## src/rtl/conway_pkg.sv

```systemverilog
// Shared types for the BRAM stream reader.
// Holds the scan FSM state encoding.
package conway_pkg;

  typedef enum logic [1:0] {
    ST_IDLE,
    ST_RUN,
    ST_DRAIN
  } state_t;

endpackage

```

## src/rtl/bram_stream_reader_if.sv

```systemverilog
// Stream output bundle of the BRAM stream reader.
// Master drives payload/valid/last, slave drives ready.
interface bram_stream_reader_if #(
  parameter int DATA_WIDTH = 8
);

  logic [DATA_WIDTH-1:0] m_data;
  logic                  m_valid;
  logic                  m_ready;
  logic                  m_last;

  modport master (
    output m_data,
    output m_valid,
    output m_last,
    input  m_ready
  );

  modport slave (
    input  m_data,
    input  m_valid,
    input  m_last,
    output m_ready
  );

endinterface

```

## src/rtl/bram_reader_fifo.sv

```systemverilog
// Two-entry skid buffer for BRAM return data.
// Each entry carries the data word and its last tag.
module bram_reader_fifo #(
  parameter int DW = 8
) (
  input  logic          clk,
  input  logic          resetn,
  input  logic          i_flush,
  input  logic          i_push,
  input  logic          i_pop,
  input  logic [DW-1:0] i_data,
  input  logic          i_last,
  output logic [DW-1:0] o_data,
  output logic          o_last,
  output logic [1:0]    o_count
);

  logic [DW:0] r_mem [2];
  logic        r_wr;
  logic        r_rd;
  logic [1:0]  r_cnt;

  always_ff @(posedge clk or negedge resetn) begin
    if (!resetn) begin
      for (int i = 0; i < 2; i++) r_mem[i] <= '0;
      r_wr  <= 1'b0;
      r_rd  <= 1'b0;
      r_cnt <= 2'd0;
    end else if (i_flush) begin
      r_wr  <= 1'b0;
      r_rd  <= 1'b0;
      r_cnt <= 2'd0;
    end else begin
      if (i_push) begin
        r_mem[r_wr] <= {i_last, i_data};
        r_wr        <= ~r_wr;
      end
      if (i_pop) r_rd <= ~r_rd;
      r_cnt <= r_cnt + 2'(i_push) - 2'(i_pop);
    end
  end

  assign o_data  = r_mem[r_rd][DW-1:0];
  assign o_last  = r_mem[r_rd][DW];
  assign o_count = r_cnt;

endmodule

```

## src/rtl/bram_stream_reader.sv

```systemverilog
// Scans BRAM addresses 0..DEPTH-1 once per start and
// streams the words out with valid/ready backpressure.
module bram_stream_reader
  import conway_pkg::*;
#(
  parameter int DATA_WIDTH = 8,
  parameter int DEPTH      = 200,
  parameter int ADDR_WIDTH = 8
) (
  input  logic                  clk,
  input  logic                  resetn,
  input  logic                  start,
  input  logic                  abort,
  output logic [ADDR_WIDTH-1:0] read_addr,
  output logic                  read_enable,
  input  logic [DATA_WIDTH-1:0] read_data,
  output logic                  busy,
  output logic                  done,
  bram_stream_reader_if.master  m
);

  localparam logic [ADDR_WIDTH-1:0] LAST_ADDR =
    ADDR_WIDTH'(DEPTH - 1);

  state_t                  r_state;
  state_t                  w_next;
  logic [ADDR_WIDTH-1:0]   r_addr;
  logic                    r_inflight;
  logic                    r_infl_last;
  logic                    r_done;
  logic                    w_re;
  logic                    w_pop;
  logic                    w_push;
  logic                    w_flush;
  logic                    w_last_addr;
  logic [1:0]              w_occ;
  logic [2:0]              w_load;
  logic [DATA_WIDTH-1:0]   w_head;
  logic                    w_head_last;

  assign w_pop       = m.m_valid & m.m_ready;
  assign w_load      = 3'(w_occ) + 3'(r_inflight);
  assign w_last_addr = (r_addr == LAST_ADDR);
  assign w_flush     = abort & (r_state != ST_IDLE);
  assign w_push      = r_inflight & ~w_flush;

  // Only issue a read when its return is sure to find a free slot.
  always_comb begin
    w_next = r_state;
    w_re   = 1'b0;
    unique case (r_state)
      ST_IDLE: begin
        if (start) w_next = ST_RUN;
      end
      ST_RUN: begin
        w_re = (w_load <= 3'd1 + 3'(w_pop));
        if (w_re && w_last_addr) w_next = ST_DRAIN;
      end
      ST_DRAIN: begin
        if (w_pop && w_head_last) w_next = ST_IDLE;
      end
      default: w_next = ST_IDLE;
    endcase
    if (abort) w_next = ST_IDLE;
  end

  always_ff @(posedge clk or negedge resetn) begin
    if (!resetn) r_state <= ST_IDLE;
    else         r_state <= w_next;
  end

  always_ff @(posedge clk or negedge resetn) begin
    if (!resetn) begin
      r_addr      <= '0;
      r_inflight  <= 1'b0;
      r_infl_last <= 1'b0;
      r_done      <= 1'b0;
    end else begin
      if (r_state == ST_IDLE && start && !abort)
        r_addr <= '0;
      else if (w_re && !w_last_addr)
        r_addr <= r_addr + 1'b1;
      r_inflight  <= w_re & ~abort;
      r_infl_last <= w_last_addr;
      r_done      <= (r_state == ST_DRAIN) & w_pop
                   & w_head_last & ~abort;
    end
  end

  bram_reader_fifo #(
    .DW (DATA_WIDTH)
  ) u_fifo (
    .clk     (clk),
    .resetn  (resetn),
    .i_flush (w_flush),
    .i_push  (w_push),
    .i_pop   (w_pop & ~w_flush),
    .i_data  (read_data),
    .i_last  (r_infl_last),
    .o_data  (w_head),
    .o_last  (w_head_last),
    .o_count (w_occ)
  );

  assign read_addr   = r_addr;
  assign read_enable = w_re;
  assign busy        = (r_state != ST_IDLE);
  assign done        = r_done;
  assign m.m_valid   = (w_occ != 2'd0);
  assign m.m_data    = w_head;
  assign m.m_last    = w_head_last;

endmodule
```

## src/flat_wrapper.sv

```systemverilog
// flat-port wrapper written by rule: the top's interface ports become plain ports
module bram_stream_reader_flat import conway_pkg::*;
#(
  parameter int DATA_WIDTH = 8,
  parameter int DEPTH      = 200,
  parameter int ADDR_WIDTH = 8
)
  (clk, resetn, start, abort, read_addr, read_enable, read_data, busy, done, m_m_data, m_m_valid, m_m_last, m_m_ready);
  bram_stream_reader_if #(.DATA_WIDTH(DATA_WIDTH)) m_i ();
  input  logic clk;
  input  logic resetn;
  input  logic start;
  input  logic abort;
  output logic [ADDR_WIDTH-1:0] read_addr;
  output logic read_enable;
  input  logic [DATA_WIDTH-1:0] read_data;
  output logic busy;
  output logic done;
  output wire logic [$bits(m_i.m_data)-1:0] m_m_data;
  output wire logic [$bits(m_i.m_valid)-1:0] m_m_valid;
  output wire logic [$bits(m_i.m_last)-1:0] m_m_last;
  input wire logic [$bits(m_i.m_ready)-1:0] m_m_ready;
  assign m_m_data = m_i.m_data;
  assign m_m_valid = m_i.m_valid;
  assign m_m_last = m_i.m_last;
  assign m_i.m_ready = m_m_ready;
  bram_stream_reader #(.DATA_WIDTH(DATA_WIDTH), .DEPTH(DEPTH), .ADDR_WIDTH(ADDR_WIDTH)) u_core (.clk(clk), .resetn(resetn), .start(start), .abort(abort), .read_addr(read_addr), .read_enable(read_enable), .read_data(read_data), .busy(busy), .done(done), .m(m_i));
endmodule
```

## config.mk

```make
export PLATFORM = sky130hd
export DESIGN_NAME = bram_stream_reader_flat
export DESIGN_NICKNAME = d
export VERILOG_FILES = /design/src/rtl/conway_pkg.sv /design/src/rtl/bram_stream_reader_if.sv /design/src/rtl/bram_reader_fifo.sv /design/src/rtl/bram_stream_reader.sv /design/src/flat_wrapper.sv
export SDC_FILE = /design/constraint.sdc
export NUM_CORES = 1
export LEC_CHECK = 0
export ABC_AREA = 1
export ABC_CLOCK_PERIOD_IN_PS = 4000
export BUFFER_PORTS_ARGS = -buffer_cell sky130_fd_sc_hd__buf_4
export CAP_MARGIN = 20
export CELL_PAD_IN_SITES_DETAIL_PLACEMENT = 1
export CELL_PAD_IN_SITES_GLOBAL_PLACEMENT = 1
export CORE_MARGIN = 1
export CORE_UTILIZATION = 45
export DETAILED_ROUTE_END_ITERATION = 8
export GPL_ROUTABILITY_DRIVEN = 0
export PLACE_DENSITY = 0.87
export SYNTH_ARGS = -nofsm -noshare
export SYNTH_HDL_FRONTEND = slang
export SYNTH_HIERARCHICAL = 1
export SYNTH_SLANG_ARGS = --single-unit
```

## constraint.sdc

```tcl
create_clock -name clk -period 4 [get_ports clk]
set_input_delay 0.4 -clock clk [delete_from_list [all_inputs] [get_ports clk]]
set_output_delay 0.4 -clock clk [all_outputs]
set_load 0.02 [all_outputs]
```

Word-level counts from Yosys, hierarchy flattened. Cells that the tools add are included.

Reduce and logical (&&, ||, !) cells: 16. Bitwise gates (word level): 14. Equality and inequality tests: 6. Order comparisons: 4. Muxes and demuxes: 19. Add/subtract/negate cells: 5.

Operators by type and width (count): 2-to-1 mux 9 bit (4); bitwise mux 18 bit (1); 2-to-1 mux 8 bit (2); 2-to-1 mux 2 bit (5); nonzero test 2 bit (5); demux 9 bit (select 1 bit) (1); adder 8 x 1 -> 8 bit (second input constant) (1); bitwise AND 1 bit (8); equality test 8 bit (second input constant) (1); logical AND 1 bit (6); inequality test 3 x 2 -> 1 bit (second input constant) (2); one-hot mux 2 bit (3 select lines) (1); 2-to-1 mux 1 bit (5); greater-or-equal comparator 2 bit (second input constant) (2); NOT 1 bit (4); NOT 1 -> 2 bit (2); adder 2 x 1 -> 3 bit (1); <= comparator 3 bit (1); inequality test 3 bit (second input constant) (1); AND reduction 3 bit (1); adder 1 x 1 -> 2 bit (first input constant) (1); adder 2 x 1 -> 2 bit (1); equality test 2 x 1 -> 1 bit (second input constant) (1); equality test 2 bit (second input constant) (1); other kinds (5) (6).

Register bits: 35. Output and inout bits: 21. Bits of input ports: 13. Logic and storage cells: 74.

Longest topological paths before layout.
Depth after elaboration: 8. Gate-level depth with buffers: 10. Depth with buffers taken out: 10.

By module. Netlist, hierarchy kept.

By module, submodules not included: bram_reader_fifo (cells an instance 101, area an instance 1071.0 um2, instances 1, sequential area each 550.5 um2); bram_stream_reader (cells an instance 124, area an instance 954.7 um2, instances 1, sequential area each 325.3 um2).

Least setup slack after synthesis. OpenSTA, ideal clock, no wires.

Path kind: register to output. Start point: register u_core.u_fifo.r_cnt[1], in the netlist u_core/u_fifo/o_count[1]. End point: output read_enable. Data required time: 3600 ps. Path slack: 1846 ps. Buffers on the path: 0. Arrival time: 1754 ps. Stages on the path, launching flop included: 8. Path through: dfrtp_1 -> o21a_1 -> fa_1 -> nor2_4 -> nand3_2 -> nand2_2 -> nand2_1 -> nor2_2.

Longest elaborated chain between the ends: 5. Elaborated cells between the ends (all ways): 6. Classes of those cells: 2 x add/sub; 1 x order compare; 1 x mux; 1 x bitwise; 1 x reduce/logical.

Ends and longest elaborated chain: start: declaration (line bram_reader_fifo.sv:21) `logic [1:0] r_cnt;`; start signal: assignment (line bram_reader_fifo.sv:39) `r_cnt <= r_cnt + 2'(i_push) - 2'(i_pop);`; nonzero test 2 bit (line bram_stream_reader.sv:109) `assign m.m_valid = (w_occ != 2'd0);`; bitwise AND 1 bit (line bram_stream_reader.sv:41) `assign w_pop = m.m_valid & m.m_ready;`; adder 1 x 1 -> 2 bit (line bram_stream_reader.sv:56) `w_re = (w_load <= 3'd1 + 3'(w_pop));`; <= comparator 3 bit (*) (line bram_stream_reader.sv:56); 2-to-1 mux 1 bit (*) (line bram_stream_reader.sv:51) `unique case (r_state)`; end: declaration (line flat_wrapper.sv:15) `output logic read_enable;`.

Every way passes the cells marked *; elsewhere a longest branch is shown, timed or not.

Worst setup path after layout. Same ends and word-level chain as after synthesis.

==> results.md <==
- Outcome: finished clean
- Routed length per placed instance: between 10 and 15 um
- First-pass DRT Iterations: 4
- Placed Cells: 306
- Core region area: approximately 4400 sq um
- Total CTS buffers: 5
- Total routed wirelength: 4260 um
- Pwr Density: 662 nW/um^2
- Peak supply drop: ~0.37 mV
- #FFs+latches synth: 35
- Mapped Area: 2030 sq um
- First-pass GRT wire length: 7270 um
- Post-Synth Simple-Gate Area: 0.279
- Post-synthesis sequential area ratio: 0.432
- IO Port Bufs: 33
- Vias per inst: approximately 4.9
- Synth unique cells: 29
- GRT overflow: 0
- Synth Area in Compound Gates: 0.101
- CTS Sinks: 35
- Reg power frac: 0.362
- P&R area growth vs syn: 18.5%
- Clock Pin Slew Worst Setup and Hold Paths: 0.07 ns
- Rows: 24
- Worst rel slew slack: 0.674
- Measured slew at the worst slew-check pin: 0.487 ns
- Setup tns final: 0 ns
- Initial DRC count: between 50 and 60
- Initial antenna violation count: 0
- Fraction of layout cells with a size suffix above 1: 0.351
- Syn_area_per_cell: 9.00 sq um
- Critical-path maximum fanout: 5
- Hold Fails Final Rpt: 0
- F_max: around 0.38 GHz
- Largest family of logic cells by synthesized area: simple AND/OR/NAND/NOR gates
- CTS Buffer Depth: 2
- RSZ-0062 raised after global routing: false
- Switching fraction of total power: 0.411
- Dpl hpwl: 3030 um
- Switching pwr: approximately 650 uW
- Worst Skew: approximately 0.0042 ns
- Final ANT Viol Nets: 0
- Crit start category: flop
- Critical Path RT: 3.60 ns
- CP max-delay cell: fa_1
- Delay-heaviest family, CP: adder cells
- Util after Layout: 0.551
- CTS tree: yes
- Syn. warnings: 6
- Post-synthesis adder-cell area fraction: 0.0408
- DRC: 0
- Height of the die: a little under 70 um
- # setup viols final: 0
- CP max stage delay: between 0.5 and 0.6 ns
- # IOs: 34
- Slew Viols, Final: 0
- Leakage: 0.00125 uW
- Root Buffer: clkbuf_8
- Final net count: 280
- Post-Synth XOR/XNOR Area: 0.0130
- Multiplexer share of the synthesized area: 0.0500
- Worst path buffer plus inverter count: 1
- Post-route insts no fill: around 310
- ANT cells: 0
- H-tree depth: 2
- Crit path kind: reg2out
- Final cycle utilization of the critical path: 0.662
- Syn_nets: 244
- Fillers: 533
- Reg2reg path depth: 8
- Post-Syn Instances: 225
- Vias in the first global route: 1597
- Max_cap viols: 0
- Arr. time, crit path: 2.25 ns
- Crit path time final: 2.65 ns
- Crit. End Element: output pin
- Die Wd: 69.1 um
- Place WS: 1.66 ns
- Internal power: 936 uW
- Hold bufs inserted after CTS: 0
- Clk pwr share: 0.179
- Clock Latency Late Sink: between 0.2 and 0.3 ns
- Comb pwr share: 0.458
- Post-CTS Repair Setup Buffers: 0
- Crit path cell chain: o21a_1 -> fa_1 -> nor2_4 -> a21oi_1 -> nand2_2 -> nand2_1 -> nor2_2 -> buf_4
- Initial Util: 0.465
- DIE AREA: 4770 sq um
- Levels on crit path: 8
- Hold WC Path Type: in2async
- Largest net degree at the start of global routing: 36
- Gates resized, CTS repair: 0
- Tot GR Track Use: 0.197
- Via count: 1550
- Final worst setup slack: 1.35 ns
metrics by stage:
step                      hold WS, ns  cell area, sq um  total power [uW]
after floorplan                 0.104              2030              1080
after global placement          0.381              2300              1280
after detailed placement        0.383              2300              1310
after CTS                      0.0568              2400              1610
after global routing           0.0666              2400              1700
final                          0.0522              2400              1590
sequential cells by signal (all words and copies together), names as in the netlist:
register               count
u_core/done                1
u_core/r_infl_last         1
u_core/r_inflight          1
u_core/r_state             2
u_core/read_addr           8
u_core/u_fifo/o_count      2
u_core/u_fifo/r_mem       18
u_core/u_fifo/r_rd         1
u_core/u_fifo/r_wr         1
cell families after synthesis:
family	Yosys count
fa+ha+maj	6
xor+xnor	3
flops	35
compound gates	27
buf+inv	39
simple gates	106
mux	9
cells in the mapped netlist (all sizes together):
cell type	n	area, sq um
nand2	58	255
nor2	26	146
nand4	5	46.3
mux2	9	101
nor3	2	10.0
o21a	1	7.51
xor2	2	17.5
dfrtp	35	876
xnor2	1	8.76
fa	1	20.0
o21ai	22	178
buf	4	38.8
ha	5	62.6
inv	35	131
nand3	14	100
a21oi	4	20.0
nor4	1	6.26
metal layers:
layer	GRT usage	up-vias	wire length [um]
met5	0	-	0
met4	0.0816	0	81
met3	0.0658	6	138
met2	0.338	21	2190
met1	0.222	741	1850
li1	-	782	-
cells in the final DEF, fill, tap and decap left out, types with 5 or more instances in the layout:
master / synthesis / final
nor2_1: 16 / 16
clkbuf_8: 0 / 7
mux2_2: 9 / 9
dfrtp_1: 35 / 35
nand2_1: 51 / 51
ha_1: 5 / 5
buf_4: 0 / 33
nand3_1: 11 / 11
o21ai_2: 18 / 18
nor2_2: 7 / 7
inv_1: 31 / 31
area by class of cell:
type	count	area [sq um]	area share
clock buffer	8	100	0.0417
multi-input combinational	151	980	0.408
sequential	35	876	0.365
inverter	35	131	0.0547
tap	52	65.1	0.0271
timing repair buffer	33	248	0.103
power groups by stage:
stage	clock network, uW	logic, uW	registers [uW]
floorplan	0	519	563
global placement	0	711	574
detailed placement	0	732	583
CTS	296	740	578
global route	312	798	592
finish	285	728	575
worst paths after layout:
kind                                          end                      from  slack (ns)
min reg2reg                u_core/u_fifo/r_mem[2]    u_core/u_fifo/r_mem[2]        0.48
max reg2reg                   u_core/read_addr[6]  u_core/u_fifo/o_count[1]        1.95
min in group clk                      u_core/done                     abort        0.30
max in group asynchronous       u_core/r_state[1]                    resetn        3.64
max                                   read_enable  u_core/u_fifo/o_count[1]        1.35
min                           u_core/read_addr[7]                    resetn        0.05
worst reg2reg max path, cell delays in order (launching register included):
cell and delay [ns]:
dfrtp_1 0.43, o21a_1 0.25, fa_1 0.51, nor2_4 0.13
nand4_1 0.17, nand4_4 0.22, nand2_4 0.09, nand2_1 0.09
nand2_1 0.05
Power figures use the tool's default switching activity.
